## src/rtl/core_bus_arbiter_if.sv

```systemverilog
// Signal bundle between the arbiter, the fetch/memory requesters and the cbus memory bridge.
// The master modport is the arbiter's view; the slave modport is the core + bridge side.
interface core_bus_arbiter_if;
  logic        ireq_valid;
  logic [63:0] ireq_addr;
  logic        iresp_addr_ok;
  logic        iresp_data_ok;
  logic [31:0] iresp_data;

  logic        dreq_valid;
  logic [63:0] dreq_addr;
  logic [2:0]  dreq_size;
  logic [7:0]  dreq_strobe;
  logic [63:0] dreq_data;
  logic        dresp_addr_ok;
  logic        dresp_data_ok;
  logic [63:0] dresp_data;

  logic        creq_valid;
  logic        creq_is_write;
  logic [2:0]  creq_size;
  logic [63:0] creq_addr;
  logic [7:0]  creq_strobe;
  logic [63:0] creq_data;
  logic [7:0]  creq_len;
  logic [1:0]  creq_burst;
  logic        cresp_ready;
  logic        cresp_last;
  logic [63:0] cresp_data;

  modport master (
    input  ireq_valid, ireq_addr,
    output iresp_addr_ok, iresp_data_ok, iresp_data,
    input  dreq_valid, dreq_addr, dreq_size, dreq_strobe, dreq_data,
    output dresp_addr_ok, dresp_data_ok, dresp_data,
    output creq_valid, creq_is_write, creq_size, creq_addr, creq_strobe, creq_data,
    output creq_len, creq_burst,
    input  cresp_ready, cresp_last, cresp_data
  );

  modport slave (
    output ireq_valid, ireq_addr,
    input  iresp_addr_ok, iresp_data_ok, iresp_data,
    output dreq_valid, dreq_addr, dreq_size, dreq_strobe, dreq_data,
    input  dresp_addr_ok, dresp_data_ok, dresp_data,
    input  creq_valid, creq_is_write, creq_size, creq_addr, creq_strobe, creq_data,
    input  creq_len, creq_burst,
    output cresp_ready, cresp_last, cresp_data
  );
endinterface

```

## src/rtl/core_bus_arbiter.sv

```systemverilog
// Arbitrates ibus and dbus onto one single-beat cbus master port. dbus wins ties unless ibus
// has been passed over STARVE_LIMIT times in a row.
module core_bus_arbiter #(
  parameter int unsigned STARVE_LIMIT = 4
) (
  input logic                clk,
  input logic                reset,
  core_bus_arbiter_if.master bus
);

  localparam int unsigned CntW = $clog2(STARVE_LIMIT + 1);
  localparam logic [CntW-1:0] StarveLimitCnt = CntW'(STARVE_LIMIT);
  localparam logic [2:0] MSize4     = 3'b010;
  localparam logic [7:0] MLen1      = 8'd0;
  localparam logic [1:0] BurstFixed = 2'b00;

  typedef enum logic [1:0] {StIdle, StBusyI, StBusyD} state_e;

  state_e          r_state;
  logic [CntW-1:0] r_starve_cnt;
  logic            r_creq_valid;
  logic            r_is_write;
  logic [2:0]      r_size;
  logic [63:0]     r_addr;
  logic [7:0]      r_strobe;
  logic [63:0]     r_data;

  logic w_done;
  logic w_grant_d;
  logic w_resp_i;
  logic w_resp_d;

  // Responses are gated by reset so a late bridge beat never leaks out during reset.
  always_comb begin
    w_done    = bus.cresp_ready & bus.cresp_last & ~reset;
    w_resp_i  = (r_state == StBusyI) & w_done;
    w_resp_d  = (r_state == StBusyD) & w_done;
    w_grant_d = bus.dreq_valid & ~(bus.ireq_valid & (r_starve_cnt == StarveLimitCnt));
  end

  always_ff @(posedge clk) begin
    if (reset) begin
      r_state      <= StIdle;
      r_starve_cnt <= '0;
      r_creq_valid <= 1'b0;
      r_is_write   <= 1'b0;
      r_size       <= '0;
      r_addr       <= '0;
      r_strobe     <= '0;
      r_data       <= '0;
    end else begin
      case (r_state)
        StIdle: begin
          if (w_grant_d) begin
            r_state      <= StBusyD;
            r_creq_valid <= 1'b1;
            r_is_write   <= |bus.dreq_strobe;
            r_size       <= bus.dreq_size;
            r_addr       <= bus.dreq_addr;
            r_strobe     <= bus.dreq_strobe;
            r_data       <= bus.dreq_data;
            if (!bus.ireq_valid) begin
              r_starve_cnt <= '0;
            end else if (r_starve_cnt != StarveLimitCnt) begin
              r_starve_cnt <= r_starve_cnt + CntW'(1);
            end
          end else if (bus.ireq_valid) begin
            r_state      <= StBusyI;
            r_creq_valid <= 1'b1;
            r_is_write   <= 1'b0;
            r_size       <= MSize4;
            r_addr       <= bus.ireq_addr;
            r_strobe     <= '0;
            r_data       <= '0;
            r_starve_cnt <= '0;
          end
        end
        StBusyI, StBusyD: begin
          // ready without last is tolerated and simply keeps the request up.
          if (w_done) begin
            r_state      <= StIdle;
            r_creq_valid <= 1'b0;
          end
        end
        default: begin
          r_state      <= StIdle;
          r_creq_valid <= 1'b0;
        end
      endcase
    end
  end

  assign bus.creq_valid    = r_creq_valid;
  assign bus.creq_is_write = r_is_write;
  assign bus.creq_size     = r_size;
  assign bus.creq_addr     = r_addr;
  assign bus.creq_strobe   = r_strobe;
  assign bus.creq_data     = r_data;
  assign bus.creq_len      = MLen1;
  assign bus.creq_burst    = BurstFixed;

  assign bus.iresp_addr_ok = w_resp_i;
  assign bus.iresp_data_ok = w_resp_i;
  assign bus.iresp_data    = !w_resp_i ? 32'd0 :
                             (r_addr[2] ? bus.cresp_data[63:32] : bus.cresp_data[31:0]);

  assign bus.dresp_addr_ok = w_resp_d;
  assign bus.dresp_data_ok = w_resp_d;
  assign bus.dresp_data    = w_resp_d ? bus.cresp_data : 64'd0;

endmodule
```

## src/flat_wrapper.sv

```systemverilog
// flat-port wrapper written by rule: the top's interface ports become plain ports
module core_bus_arbiter_flat 
#(
  parameter int unsigned STARVE_LIMIT = 4
)
  (clk, reset, bus_ireq_valid, bus_ireq_addr, bus_iresp_addr_ok, bus_iresp_data_ok, bus_iresp_data, bus_dreq_valid, bus_dreq_addr, bus_dreq_size, bus_dreq_strobe, bus_dreq_data, bus_dresp_addr_ok, bus_dresp_data_ok, bus_dresp_data, bus_creq_valid, bus_creq_is_write, bus_creq_size, bus_creq_addr, bus_creq_strobe, bus_creq_data, bus_creq_len, bus_creq_burst, bus_cresp_ready, bus_cresp_last, bus_cresp_data);
  core_bus_arbiter_if bus_i ();
  input logic clk;
  input logic reset;
  input wire logic [$bits(bus_i.ireq_valid)-1:0] bus_ireq_valid;
  input wire logic [$bits(bus_i.ireq_addr)-1:0] bus_ireq_addr;
  output wire logic [$bits(bus_i.iresp_addr_ok)-1:0] bus_iresp_addr_ok;
  output wire logic [$bits(bus_i.iresp_data_ok)-1:0] bus_iresp_data_ok;
  output wire logic [$bits(bus_i.iresp_data)-1:0] bus_iresp_data;
  input wire logic [$bits(bus_i.dreq_valid)-1:0] bus_dreq_valid;
  input wire logic [$bits(bus_i.dreq_addr)-1:0] bus_dreq_addr;
  input wire logic [$bits(bus_i.dreq_size)-1:0] bus_dreq_size;
  input wire logic [$bits(bus_i.dreq_strobe)-1:0] bus_dreq_strobe;
  input wire logic [$bits(bus_i.dreq_data)-1:0] bus_dreq_data;
  output wire logic [$bits(bus_i.dresp_addr_ok)-1:0] bus_dresp_addr_ok;
  output wire logic [$bits(bus_i.dresp_data_ok)-1:0] bus_dresp_data_ok;
  output wire logic [$bits(bus_i.dresp_data)-1:0] bus_dresp_data;
  output wire logic [$bits(bus_i.creq_valid)-1:0] bus_creq_valid;
  output wire logic [$bits(bus_i.creq_is_write)-1:0] bus_creq_is_write;
  output wire logic [$bits(bus_i.creq_size)-1:0] bus_creq_size;
  output wire logic [$bits(bus_i.creq_addr)-1:0] bus_creq_addr;
  output wire logic [$bits(bus_i.creq_strobe)-1:0] bus_creq_strobe;
  output wire logic [$bits(bus_i.creq_data)-1:0] bus_creq_data;
  output wire logic [$bits(bus_i.creq_len)-1:0] bus_creq_len;
  output wire logic [$bits(bus_i.creq_burst)-1:0] bus_creq_burst;
  input wire logic [$bits(bus_i.cresp_ready)-1:0] bus_cresp_ready;
  input wire logic [$bits(bus_i.cresp_last)-1:0] bus_cresp_last;
  input wire logic [$bits(bus_i.cresp_data)-1:0] bus_cresp_data;
  assign bus_i.ireq_valid = bus_ireq_valid;
  assign bus_i.ireq_addr = bus_ireq_addr;
  assign bus_iresp_addr_ok = bus_i.iresp_addr_ok;
  assign bus_iresp_data_ok = bus_i.iresp_data_ok;
  assign bus_iresp_data = bus_i.iresp_data;
  assign bus_i.dreq_valid = bus_dreq_valid;
  assign bus_i.dreq_addr = bus_dreq_addr;
  assign bus_i.dreq_size = bus_dreq_size;
  assign bus_i.dreq_strobe = bus_dreq_strobe;
  assign bus_i.dreq_data = bus_dreq_data;
  assign bus_dresp_addr_ok = bus_i.dresp_addr_ok;
  assign bus_dresp_data_ok = bus_i.dresp_data_ok;
  assign bus_dresp_data = bus_i.dresp_data;
  assign bus_creq_valid = bus_i.creq_valid;
  assign bus_creq_is_write = bus_i.creq_is_write;
  assign bus_creq_size = bus_i.creq_size;
  assign bus_creq_addr = bus_i.creq_addr;
  assign bus_creq_strobe = bus_i.creq_strobe;
  assign bus_creq_data = bus_i.creq_data;
  assign bus_creq_len = bus_i.creq_len;
  assign bus_creq_burst = bus_i.creq_burst;
  assign bus_i.cresp_ready = bus_cresp_ready;
  assign bus_i.cresp_last = bus_cresp_last;
  assign bus_i.cresp_data = bus_cresp_data;
  core_bus_arbiter #(.STARVE_LIMIT(STARVE_LIMIT)) u_core (.clk(clk), .reset(reset), .bus(bus_i));
endmodule
```

## config.mk

```make
export PLATFORM = sky130hd
export DESIGN_NAME = core_bus_arbiter_flat
export DESIGN_NICKNAME = d
export VERILOG_FILES = /design/src/rtl/core_bus_arbiter_if.sv /design/src/rtl/core_bus_arbiter.sv /design/src/flat_wrapper.sv
export SDC_FILE = /design/constraint.sdc
export NUM_CORES = 1
export LEC_CHECK = 0
export BUFFER_PORTS_ARGS = -buffer_cell sky130_fd_sc_hd__clkbuf_2
export CORE_AREA = 2 2 205 207
export CTS_BUF_LIST = sky130_fd_sc_hd__clkbuf_16
export CTS_CLUSTER_DIAMETER = 30
export DETAILED_ROUTE_END_ITERATION = 8
export DIE_AREA = 0 0 207 209
export PLACE_DENSITY_LB_ADDON = 0.1
export SETUP_SLACK_MARGIN = 0.02
export SLEW_MARGIN = 20
export SYNTH_ARGS = -nofsm -noshare
export SYNTH_HDL_FRONTEND = slang
export SYNTH_SLANG_ARGS = --single-unit
export TNS_END_PERCENT = 50
```

## constraint.sdc

```tcl
create_clock -name clk -period 4.27 [get_ports clk]
set_input_delay 0.427 -clock clk [delete_from_list [all_inputs] [get_ports clk]]
set_output_delay 0.427 -clock clk [all_outputs]
set_load 0.02 [all_outputs]
```

==> Implementation_results.wiki <==
{| class="wikitable"
! Metric !! Value
|-
| Row count || 75
|-
| Slack of the critical path || 1.69 ns
|-
| Final setup viols || 0
|-
| Synthesis warning total || 0
|-
| Avg Synthesized Cell Area || 8.23 µm²
|-
| TritonCTS Buffers || 17
|-
| Total placed cells including tap cells || ~1800
|-
| Utilization of the core after routing || 0.254
|-
| Number of global-route vias before repair || approximately 8000
|-
| Power density of the placed cells || 403 nW/µm²
|-
| Nature of the critical path endpoint || output pin
|-
| Layout Area Growth over Synthesis || 47.5%
|-
| Setup TNS after final layout || 0 ns
|-
| Placement Cell Area || between 9000 and 10000 µm²
|-
| Maximum number of pins on one net before global-route repair || between 80 and 90
|-
| Count of filler cells inserted in the layout || between 4000 and 5000
|-
| FF/Latch Area || between 2000 and 3000 µm²
|-
| Total of max-cap violations || 0
|-
| Post-layout net count || about 1600
|-
| Quantity of gates resized following cts || 0
|-
| Pre-CTS setup slack || 1.57 ns
|-
| Worst Clk Skew || about 0.014 ns
|-
| Fin cells || ~1900
|-
| Average wire length per cell after detail routing || around 19 µm
|-
| Top-level I/O count || around 520
|-
| Antenna violations before repair || 5
|-
| Clock net sink count || between 100 and 150
|-
| Final instance area || about 10000 µm²
|-
| FMAX || 0.388 GHz
|-
| Tightest slew margin relative to the limit || 0.322
|-
| Initial Util || 0.172
|-
| Setup repair after global routing missed its margin || no
|-
| Post-CTS repair timing setup buffer count || 0
|-
| Largest vdd supply drop || 0.276 mV
|-
| Proportion of layout cells with a drive suffix above 1 || 0.431
|-
| Path type of the worst min-delay path || in2reg
|-
| # H-tree levels || 4
|-
| Leakage component of the power || just over 5 nW
|-
| Register area share after synthesis || 0.411
|-
| Worst Max-Slew Pin Slew || 1.02 ns
|-
| Remaining antenna violation count after routing || 0
|-
| Data arrival time of the critical path || between 2 and 2.5 ns
|-
| Die span in x || ~210 µm
|-
| Remaining global-route overflow || 0
|-
| Wire length of the first global-routing pass || roughly 51 mm
|-
| Source-to-sink clock delay at the later pin of the worst-skew pair || around 0.45 ns
|-
| CTS root buffer || clkbuf_16
|-
| Min cycle time layout || approximately 2.6 ns
|-
| Total DRC errors in the routed layout || 0
|-
| Area enclosed by the die boundary || between 40000 and 50000 µm²
|-
| Number of DRC markers in iteration 0 || a little under 500
|-
| Fin. Hold Viols || 0
|-
| Sort of element at the start of the critical path || register
|-
| Clock tree from TritonCTS || built
|-
| Core footprint || 41300 µm²
|-
| Multi-input combinational cell area || approximately 3600 µm²
|-
| Run status || finished clean
|-
| Post-Route WL || 34.8 mm
|-
| Global router's overall resource usage || 0.154
|-
| Highest net fanout along the worst path || 29
|-
| Yosys reg bits || between 100 and 150
|-
| Sum of internal, switching and leakage power || roughly 4.2 mW
|-
| Die height || roughly 210 µm
|-
| Count of buffers inserted at the top-level ports || approximately 510
|-
| Setup Crit Path Kind || reg2out
|-
| Final hold slack || ~0.23 ns
|-
| Number of vias per cell || about 4.5
|-
| Critical Path RT || 3.84 ns
|-
| Final clock period utilization by the worst path || 0.604
|-
| Post-synthesis instance area || 7100 µm²
|-
| Number of slew-limit violations in the final report || 0
|-
| DR pass1 iterations || 7
|-
| Post-Syn Instances || around 860
|-
| Clock edge transition at the registers on the reported setup and hold paths || ~0.060 ns
|-
| Number of buffers between clock root and the deepest sink || 2
|-
| Total half-perimeter wirelength after legalization and detailed placement || around 25 mm
|-
| Post-CTS Hold Buffers || 0
|-
| Global placement routability congestion || between 0.7 and 0.8
|-
| Routed vias || between 8000 and 9000
|-
| Cell variety after synth || 36
|}
## critical path: stages, from the launching register on
cell and delay, ns:
dfxtp_2 0.49, buf_4 0.51, mux2i_1 0.41, nor2_1 0.07, clkbuf_2 0.18
## layout by cell type (no fill, tap or decap), types with 2 or more instances in the layout
cell       instances
clkbuf_2         511
dfxtp_1          145
o21ai_0          113
nor2_1            96
nand3_1           66
a31oi_1           65
and3_1            64
a32oi_1           63
mux2i_1           32
nand2_1           19
a21oi_1           18
clkbuf_16         17
buf_4             17
o21ai_1           15
nand4_1           14
conb_1            10
inv_1              8
ha_1               5
clkinv_1           4
clkinv_4           3
bufinv_16          3
diode_2            2
and2_1             2
or4_1              2
o211ai_1           2
## cells in the mapped netlist
library cell / count / area [µm²]
nor2_1: 96 / 360
clkbuf_1: 53 / 199
o21ai_0: 113 / 566
and3_1: 65 / 407
o2111ai_1: 1 / 8.76
a221o_1: 1 / 10.0
o21a_1: 1 / 7.51
inv_1: 6 / 22.5
nor3b_1: 1 / 7.51
o21ai_4: 1 / 16.3
mux2i_1: 32 / 320
inv_2: 1 / 3.75
buf_4: 27 / 203
and3b_2: 1 / 10.0
a32oi_1: 63 / 552
and3b_1: 1 / 8.76
nand3b_4: 1 / 20.0
o211ai_1: 2 / 15.0
nand2_1: 20 / 75.1
or4_1: 2 / 15.0
and2_4: 1 / 8.76
a31oi_1: 65 / 407
o221a_1: 1 / 11.3
conb_1: 1 / 3.75
ha_1: 5 / 62.6
and2_1: 2 / 12.5
dfxtp_1: 146 / 2920
a21oi_1: 18 / 90.1
o21ai_1: 15 / 75.1
buf_2: 30 / 150
o221a_2: 1 / 11.3
buf_6: 8 / 90.1
nand4_1: 14 / 87.6
nand3_2: 1 / 10.0
nand3_1: 66 / 330
clkinv_1: 1 / 3.75
## path summary, 6_finish.rpt
check                                                     startpoint                                     to  slack [ns]  depth (start not counted)
worst min register to register  u_core.bus.creq_size[2]$_SDFFE_PP0P_   u_core.bus.creq_size[2]$_SDFFE_PP0P_        0.45                          2
worst max register to register        u_core.r_state[0]$_SDFFE_PP0P_   u_core.bus.creq_addr[0]$_SDFFE_PP0P_        1.78                          6
worst min-delay path                               bus_ireq_addr[33]  u_core.bus.creq_addr[33]$_SDFFE_PP0P_        0.23                          3
worst max-delay path            u_core.bus.creq_addr[2]$_SDFFE_PP0P_                     bus_iresp_data[10]        1.69                          4
## layer usage
metal	GRT usage	wire length [µm]	vias up
li1	-	-	4069
met1	0.176	13800	3931
met2	0.267	17500	349
met3	0.0592	3040	27
met4	0.0421	418	4
met5	0	27	-
## power breakdown
group	internal, mW	switching, mW	total (mW)
Sequential	1.52	0.0865	1.60
Clock	0.902	0.634	1.54
Combinational	0.380	0.706	1.09
## registers in the layout, summed over array words and instances (netlist names)
signal	flops
u_core.r_starve_cnt	3
u_core.bus.creq_is_write	1
u_core.r_state	2
u_core.bus.creq_size	3
u_core.bus.creq_data	64
u_core.bus.creq_valid	1
u_core.bus.creq_addr	64
u_core.bus.creq_strobe	8
## cell type report
| cell class | count | area share |
|---|---|---|
| diodes | 2 | 0.000478 |
| repair buffers | 530 | 0.259 |
| flip-flops and latches | 146 | 0.279 |
| well taps | 539 | 0.0644 |
| clock inverters | 13 | 0.0141 |
| inverters | 8 | 0.00287 |
| clock buffers | 17 | 0.0406 |
| multi-input cells | 600 | 0.340 |
## cell families (layout without fill, tap and decap cells)
group / Yosys count / count (layout) / share of synthesized area
AO/OA/AOI/OAI: 282 / 282 / 0.249
multiplexers: 32 / 32 / 0.0451
other: 1 / 12 / 0.000528
buffers and inverters: 126 / 568 / 0.0946
flip-flops: 146 / 146 / 0.411
adder cells (fa/ha/maj): 5 / 5 / 0.00881
AND/OR/NAND/NOR: 271 / 271 / 0.190
Note: power is estimated with default switching activity, not from simulation.
